### src/rtl/uart_sched_pkg.sv
// Shared types and sizing helpers for the UART TX scheduler.
package uart_sched_pkg;

   typedef enum logic [1:0] {IDLE = 2'd0, LOAD = 2'd1, BUSY = 2'd2, GAP = 2'd3} sched_state_t;

   localparam int GAP_CYCLES_DEF     = 16;
   localparam int TIMEOUT_CYCLES_DEF = 4096;
   localparam int GAP_W = $clog2(GAP_CYCLES_DEF + 1);
   localparam int TMO_W = $clog2(TIMEOUT_CYCLES_DEF);

   // Counter width for values 0..n-1, never narrower than one bit.
   function automatic int cnt_w(input int n);
      return (n > 1) ? $clog2(n) : 1;
   endfunction

endpackage

### src/rtl/sched_down_counter.sv
// Loadable down-counter with a zero flag; stops at zero.
module sched_down_counter #(
   parameter int W = 4
) (
   input  logic         clk,
   input  logic         rst_n,
   input  logic         load,
   input  logic [W-1:0] load_val,
   input  logic         dec,
   output logic         zero
);

   logic [W-1:0] count;

   always_ff @(posedge clk) begin
      if (!rst_n)
         count <= '0;
      else if (load)
         count <= load_val;
      else if (dec && !zero)
         count <= count - 1'b1;
   end

   assign zero = (count == '0);

endmodule

### src/rtl/uart_tx_scheduler.sv
// Drains the TX FIFO into the UART serialiser with CTS gating and an inter-frame gap.
// Optional BUSY watchdog enabled by defining UART_TX_SCHED_TIMEOUT_EN.
module uart_tx_scheduler
   import uart_sched_pkg::*;
#(
   parameter int WIDTH          = 8,
   parameter int GAP_CYCLES     = 16,
   parameter int COUNT_WIDTH    = 16,
   parameter int TIMEOUT_CYCLES = 4096
) (
   input  logic                   Clock,
   input  logic                   ResetN,
   input  logic                   Enable,
   input  logic                   ClearToSend,
   input  logic                   FifoEmpty,
   input  logic [WIDTH-1:0]       FifoReadData,
   output logic                   FifoRead,
   output logic [WIDTH-1:0]       TxData,
   output logic                   TxStart,
   input  logic                   TxDone,
   output logic                   Busy,
   output logic [COUNT_WIDTH-1:0] SentCount,
   input  logic                   ClearErr,
   output logic                   TimeoutErr
);

   localparam int CNT_GAP_W = cnt_w(GAP_CYCLES + 1);
   localparam logic [CNT_GAP_W-1:0] GAP_LOAD =
      (GAP_CYCLES > 0) ? CNT_GAP_W'(GAP_CYCLES - 1) : '0;

   sched_state_t state, state_nxt;
   logic launch, done_seen, gap_zero, timeout;

   assign launch    = (state == IDLE) && Enable && ClearToSend && !FifoEmpty;
   assign FifoRead  = launch;
   assign TxStart   = (state == LOAD);
   assign Busy      = (state != IDLE);
   // TxDone only matters while a frame is actually on the wire.
   assign done_seen = (state == BUSY) && TxDone;

   sched_down_counter #(.W(CNT_GAP_W)) u_gap (
      .clk      (Clock),
      .rst_n    (ResetN),
      .load     (done_seen),
      .load_val (GAP_LOAD),
      .dec      (state == GAP),
      .zero     (gap_zero)
   );

`ifdef UART_TX_SCHED_TIMEOUT_EN
   localparam int CNT_TMO_W = cnt_w(TIMEOUT_CYCLES);
   localparam logic [CNT_TMO_W-1:0] TMO_LIMIT = CNT_TMO_W'(TIMEOUT_CYCLES - 1);

   logic [CNT_TMO_W-1:0] timer;
   logic                 err;

   // A TxDone landing on the limit cycle still completes the frame.
   assign timeout = (state == BUSY) && !TxDone && (timer == TMO_LIMIT);

   always_ff @(posedge Clock) begin
      if (!ResetN) begin
         timer <= '0;
         err   <= 1'b0;
      end else begin
         if (state == LOAD)
            timer <= '0;
         else if (state == BUSY)
            timer <= timer + 1'b1;
         if (timeout)
            err <= 1'b1;
         else if (ClearErr)
            err <= 1'b0;
      end
   end

   assign TimeoutErr = err;
`else
   logic unused_cfg;
   assign unused_cfg = ClearErr ^ (TIMEOUT_CYCLES > 0);
   assign timeout    = 1'b0;
   assign TimeoutErr = 1'b0;
`endif

   always_comb begin
      state_nxt = state;
      case (state)
         IDLE: if (launch) state_nxt = LOAD;
         LOAD: state_nxt = BUSY;
         BUSY: begin
            if (TxDone)
               state_nxt = (GAP_CYCLES > 0) ? GAP : IDLE;
            else if (timeout)
               state_nxt = IDLE;
         end
         GAP:  if (gap_zero) state_nxt = IDLE;
         default: state_nxt = IDLE;
      endcase
   end

   always_ff @(posedge Clock) begin
      if (!ResetN) begin
         state     <= IDLE;
         TxData    <= '0;
         SentCount <= '0;
      end else begin
         state <= state_nxt;
         if (launch)
            TxData <= FifoReadData;
         if (done_seen)
            SentCount <= SentCount + 1'b1;
      end
   end

endmodule
### config.mk
export PLATFORM = sky130hd
export DESIGN_NAME = uart_tx_scheduler
export DESIGN_NICKNAME = d
export VERILOG_FILES = /design/src/rtl/uart_sched_pkg.sv /design/src/rtl/sched_down_counter.sv /design/src/rtl/uart_tx_scheduler.sv
export SDC_FILE = /design/constraint.sdc
export NUM_CORES = 1
export LEC_CHECK = 0
export CAP_MARGIN = 20
export CELL_PAD_IN_SITES_DETAIL_PLACEMENT = 0
export CELL_PAD_IN_SITES_GLOBAL_PLACEMENT = 1
export CORE_ASPECT_RATIO = 0.8
export CORE_UTILIZATION = 33
export DETAILED_ROUTE_END_ITERATION = 7
export GPL_ROUTABILITY_DRIVEN = 0
export MAX_ROUTING_LAYER = met4
export PLACE_DENSITY_LB_ADDON = 0.1
export SYNTH_ARGS = -nofsm -noshare
export SYNTH_HDL_FRONTEND = slang
export SYNTH_SLANG_ARGS = --single-unit
### constraint.sdc
create_clock -name Clock -period 2.1 [get_ports Clock]
set_input_delay 0.21 -clock Clock [delete_from_list [all_inputs] [get_ports Clock]]
set_output_delay 0.21 -clock Clock [all_outputs]
set_load 0.01 [all_outputs]
* Word level (Yosys, flattened, before mapping)
Index checks and enable logic that the tools add are counted.
Storage, ports and cells: logic and storage cells 33, input port bits 15, flip-flop bits (word level) 31
Operators by class: add/subtract/negate cells 2, reduce and logical (&&, ||, !) cells 13, eq/ne operators 6, bitwise logic cells 1, mux-type cells 6
Operators with widths (number):
- $add 16x1->16 const B | 1
- $mux 4 | 2
- $pmux 2 s4 | 1
- $mux 2 | 3
- $ne 2x2->1 const B | 3
- $logic_and 1x1->1 | 5
- $logic_not 5->1 | 1
- $sub 5x1->5 const B | 1
- $eq 2x2->1 const B | 2
- $reduce_bool 2->1 | 2
- $reduce_and 3->1 | 1
- $eq 2x1->1 const B | 1
- $logic_not 1->1 | 2
- $logic_not 2->1 | 1
- $reduce_or 2->1 | 1
- $not 1->1 | 1

* Logic depth before layout (Yosys ltp)
Gate-level depths: netlist of the first run.
depth after elaboration 6, depth in mapped cells 8

* Cells and area by module
Synthesis of the first run repeated with hierarchy kept, for this count alone.
Second synthesis, totals: cells, all modules 179, area, all modules 1501.4 sq um
Modules (own cells, without submodules):
- uart_tx_scheduler | area an instance 1202.4 sq um, cells an instance 142, times used 1
- sched_down_counter | area an instance 299.0 sq um, cells an instance 37, times used 1

* Worst setup path after synthesis of the first run
Ideal clock, no wire load.
path kind register to register, from reg state[0], to reg SentCount[15], cell stages (with the launch flop) 7, clock period less this slack 1.795 ns, arrival 1.724 ns, slack 0.305 ns, path through dfxtp_1 inv_1 ha_1 and4_1 nand4_1 or4_1 a21oi_1
On the way: word-level cells in the longest chain between the ends 2
Ends and longest elaborated chain:
- from (decl) | RTL line uart_tx_scheduler.sv:31 | sched_state_t state, state_nxt;
- from (signal assigned) | RTL line uart_tx_scheduler.sv:106 | state <= state_nxt;
- $eq 2x2->1 | RTL line uart_tx_scheduler.sv:39 | assign done_seen = (state == BUSY) && TxDone;
- $logic_and 1x1->1 | RTL line uart_tx_scheduler.sv:39
- to (signal assigned) | RTL line uart_tx_scheduler.sv:110 | SentCount <= SentCount + 1'b1;
- to (decl) | RTL line uart_tx_scheduler.sv:22 | output logic [COUNT_WIDTH-1:0] SentCount,
Every way passes these cells. A chain may end at the register's enable or synchronous reset.

* Worst setup path after layout of the first run
from reg u_gap.count[0], to reg state[0]
On the way: word-level cells in the longest chain between the ends 3
Ends and longest elaborated chain:
- from (decl) | RTL line sched_down_counter.sv:13 | logic [W-1:0] count;
- from (signal assigned) | RTL line sched_down_counter.sv:19 | count <= load_val;
- from (signal assigned) | RTL line sched_down_counter.sv:21 | count <= count - 1'b1;
- $logic_not 5->1 | RTL line sched_down_counter.sv:24 | assign zero = (count == '0);
- $ne 2x2->1 (no source line)
- $reduce_and 3->1 (no source line)
Every way passes these cells.

==> metrics.txt, run 1 <==
status finished clean; vias in the first global route 1119; Crit Reg-Reg Endpoint state[0]; VDD IR max 0.0003718 V; FFs w/ async S/R, synth 0; H-tree Lvls 2; Primary FF master, synth dfxtp_1; register area share after synthesis 0.4472; Buffers on Ports 40; HP Start TxData[5]; #FFs+latches synth 31; period utilization 0.9027; Initial Util 0.3554; CP bufs+invs 1; antenna violations before repair 0; syn nets 183; P&R area growth vs syn 42.74%; CTS Buf Count 5; drt pass-1 iters 4; starting DRC count in detailed routing 39; Leak 0.7279 nW; fmax 527.5 MHz; Hold WC Path Type flip-flop to flip-flop; Setup TNS 0 ns; Mapped Cells 161; skew final 0.006344 ns; Hold Vio Cnt, Final 0; RSZ-0062 raised after global routing no; most common cell after layout, fill and taps aside clkdlybuf4s50_1; register-to-register setup slack 0.20 ns; hold worst-path end TxData[5]; vias 1253; crit path DAT 2.09 ns; Setup-failing EPs final 0; post-CTS setup buffers 0; source of the worst register-to-register timing path u_gap.count[0]; Clk pin slew, worst setup/hold paths 0.07 ns; Slew headroom 0.5799; fin util 0.5074; drt via density 4.711; Die Span Y 60 µm; global-route wire length before repair 5.133 mm; max-slew violations 0; worst path required time 2.30 ns; I/O Pins 43; most frequent cells in the layout clkdlybuf4s50_1, dfxtp_1, nand2_1, a21oi_1, nor2_1; WS Path Type flip-flop to flip-flop; Crit Path Max Fanout 5; Max Root-Sink Buffers 2; Overflow after GRT 0; Warnings, synthesis 0; total core area 3904 µm²; Netlist cell types 28; CP cell instances inv_1 -> ha_1 -> or4b_4 -> a222oi_1 -> nor2_1 -> a211oi_2; Hold Crit Depth 2; Nets 233; max-cap viol count 0; average wire per standard cell 11.65 µm; die area 4470 µm²; CTS root buf clkbuf_8; Die W 74.50 µm; Rows 20; CP peak stage delay 0.49 ns; GRT Util Overall 0.1576; Least-Margin Pin Slew 0.6294 ns; syn avg cell area 8.619 µm²; clock sink count 31; minimum clock period 1.896 ns; area of the mapped netlist 1388 µm²; # DRC 0; clk_lat worst skew 0.27 ns; worst r2r path cells 6; pin count of the biggest net entering global routing 19; slowest cell on the critical path or4b_4; number of synthesized flops with an enable pin 0; Startpoint Class flip-flop; cell family contributing the most delay on the critical path compound AO/OA/AOI/OAI gates; Routed WL 3.099 mm; Hold-fix buffers, CTS 0; CP endpoint kind flip-flop; TritonCTS clock tree done; diode count 0; share of layout cells above drive strength 1 0.09479; DP Wirelength 2.295 mm; power per cell area 732.4 nW/µm²; Final ANT Viol Nets 0
==> cells in the mapped netlist (2+ instances only) <==
library cell,n,area [µm²]
xnor2_1,2,17.52
nand2_1,23,86.33
nand3_1,7,35.03
or3_1,3,18.77
dfxtp_1,31,620.6
nand4_1,8,50.05
nor2_1,13,48.80
inv_1,9,33.78
and4_1,3,26.28
o21ai_0,3,15.01
o31ai_1,3,22.52
or2_2,2,12.51
clkbuf_1,4,15.01
ha_1,7,87.58
or4_1,2,15.01
a21oi_1,18,90.09
xor2_1,12,105.1
==> worst min-delay path: cells and delay by family, from the launching register on <==
family	cells	cell delay, ns
AOI/OAI and AO/OA	1	0.05
DFF	1	0.31
and+or+nand+nor	1	0.05
==> sequential cells by signal (all words and copies together) (netlist names) <==
signal,count
SentCount,16
state,2
TxData,8
u_gap.count,5
==> routing by layer <==
layer | up-vias | part of all wire | wire, µm | track usage
met5 | - | 0 | 0 | -
met4 | 0 | 0.0048 | 15 | 0.04043
met3 | 2 | 0.048 | 148 | 0.05059
met2 | 26 | 0.40 | 1255 | 0.2124
met1 | 579 | 0.54 | 1679 | 0.2242
li1 | 646 | - | - | -
==> worst max-delay path by stage <==
stage	cells past startpoint	end	start	slack (ns)
after floorplan	6	SentCount[15]	state[0]	0.31
after global placement	5	FifoRead	FifoEmpty	0.21
after detailed placement	6	state[0]	u_gap.count[0]	0.20
after CTS	6	state[0]	u_gap.count[0]	0.18
after global routing	6	state[0]	u_gap.count[1]	0.08
final	6	state[0]	u_gap.count[0]	0.20
==> layout make-up <==
type / instances / area (µm²)
multi-input combinational: 115 / 706.9
fill: 392 / 1923
inverter: 10 / 37.54
clock buffer: 6 / 82.58
timing repair buffer: 48 / 459.2
clock inverter: 1 / 5.005
tap: 55 / 68.82
sequential: 31 / 620.6
==> repair_timing <==
action,CTS,global route
endpoints found under the setup margin,1,0
hold endpoints to repair,0,0
gates resized for setup,1,0
==> stage by stage <==
stage / power, mW / cells / area (µm²) / hold slack (ns) / setup slack, ns
after CTS: 1.471 / 266 / 1981 / 0.4612 / 0.1829
after detailed placement: 0.9984 / 259 / 1894 / 0.4512 / 0.2000
after floorplan: 0.8553 / 161 / 1388 / 0.3460 / 0.3053
after global placement: 0.9903 / 259 / 1894 / 0.4427 / 0.2071
final: 1.451 / 266 / 1981 / 0.4586 / 0.2042
after global routing: 1.537 / 266 / 1981 / 0.4768 / 0.07569
==> cells by family (layout without fill, tap and decap cells) <==
logic type      Yosys count  in the layout  share of synthesized area
mux                       1              1                   0.008115
fa+ha+maj                 7              7                    0.06312
buf+inv                  15             65                    0.04328
xor+xnor                 14             14                    0.08837
simple gates             66             66                     0.2390
flops                    31             31                     0.4473
other cells               1              1                   0.002703
compound gates           26             26                     0.1082
==> power by group <==
part	switching (mW)	leakage [nW]	internal [mW]	total (mW)
Clock	0.210	0.0470	0.257	0.466
Combinational	0.160	0.430	0.170	0.330
Sequential	0.0298	0.250	0.624	0.654
(Power assumes the default switching activity.)
==> run 2: changes to the inputs <==
--- a/config.mk
+++ b/config.mk
@@ -5,6 +5,7 @@
 export SDC_FILE = /design/constraint.sdc
 export NUM_CORES = 1
 export LEC_CHECK = 0
+export ABC_CLOCK_PERIOD_IN_PS = 2100
 export CAP_MARGIN = 20
 export CELL_PAD_IN_SITES_DETAIL_PLACEMENT = 0
 export CELL_PAD_IN_SITES_GLOBAL_PLACEMENT = 1
==> results of run 2 <==
Same layout as run 1: the final DEF is identical, and so are final timing and power.
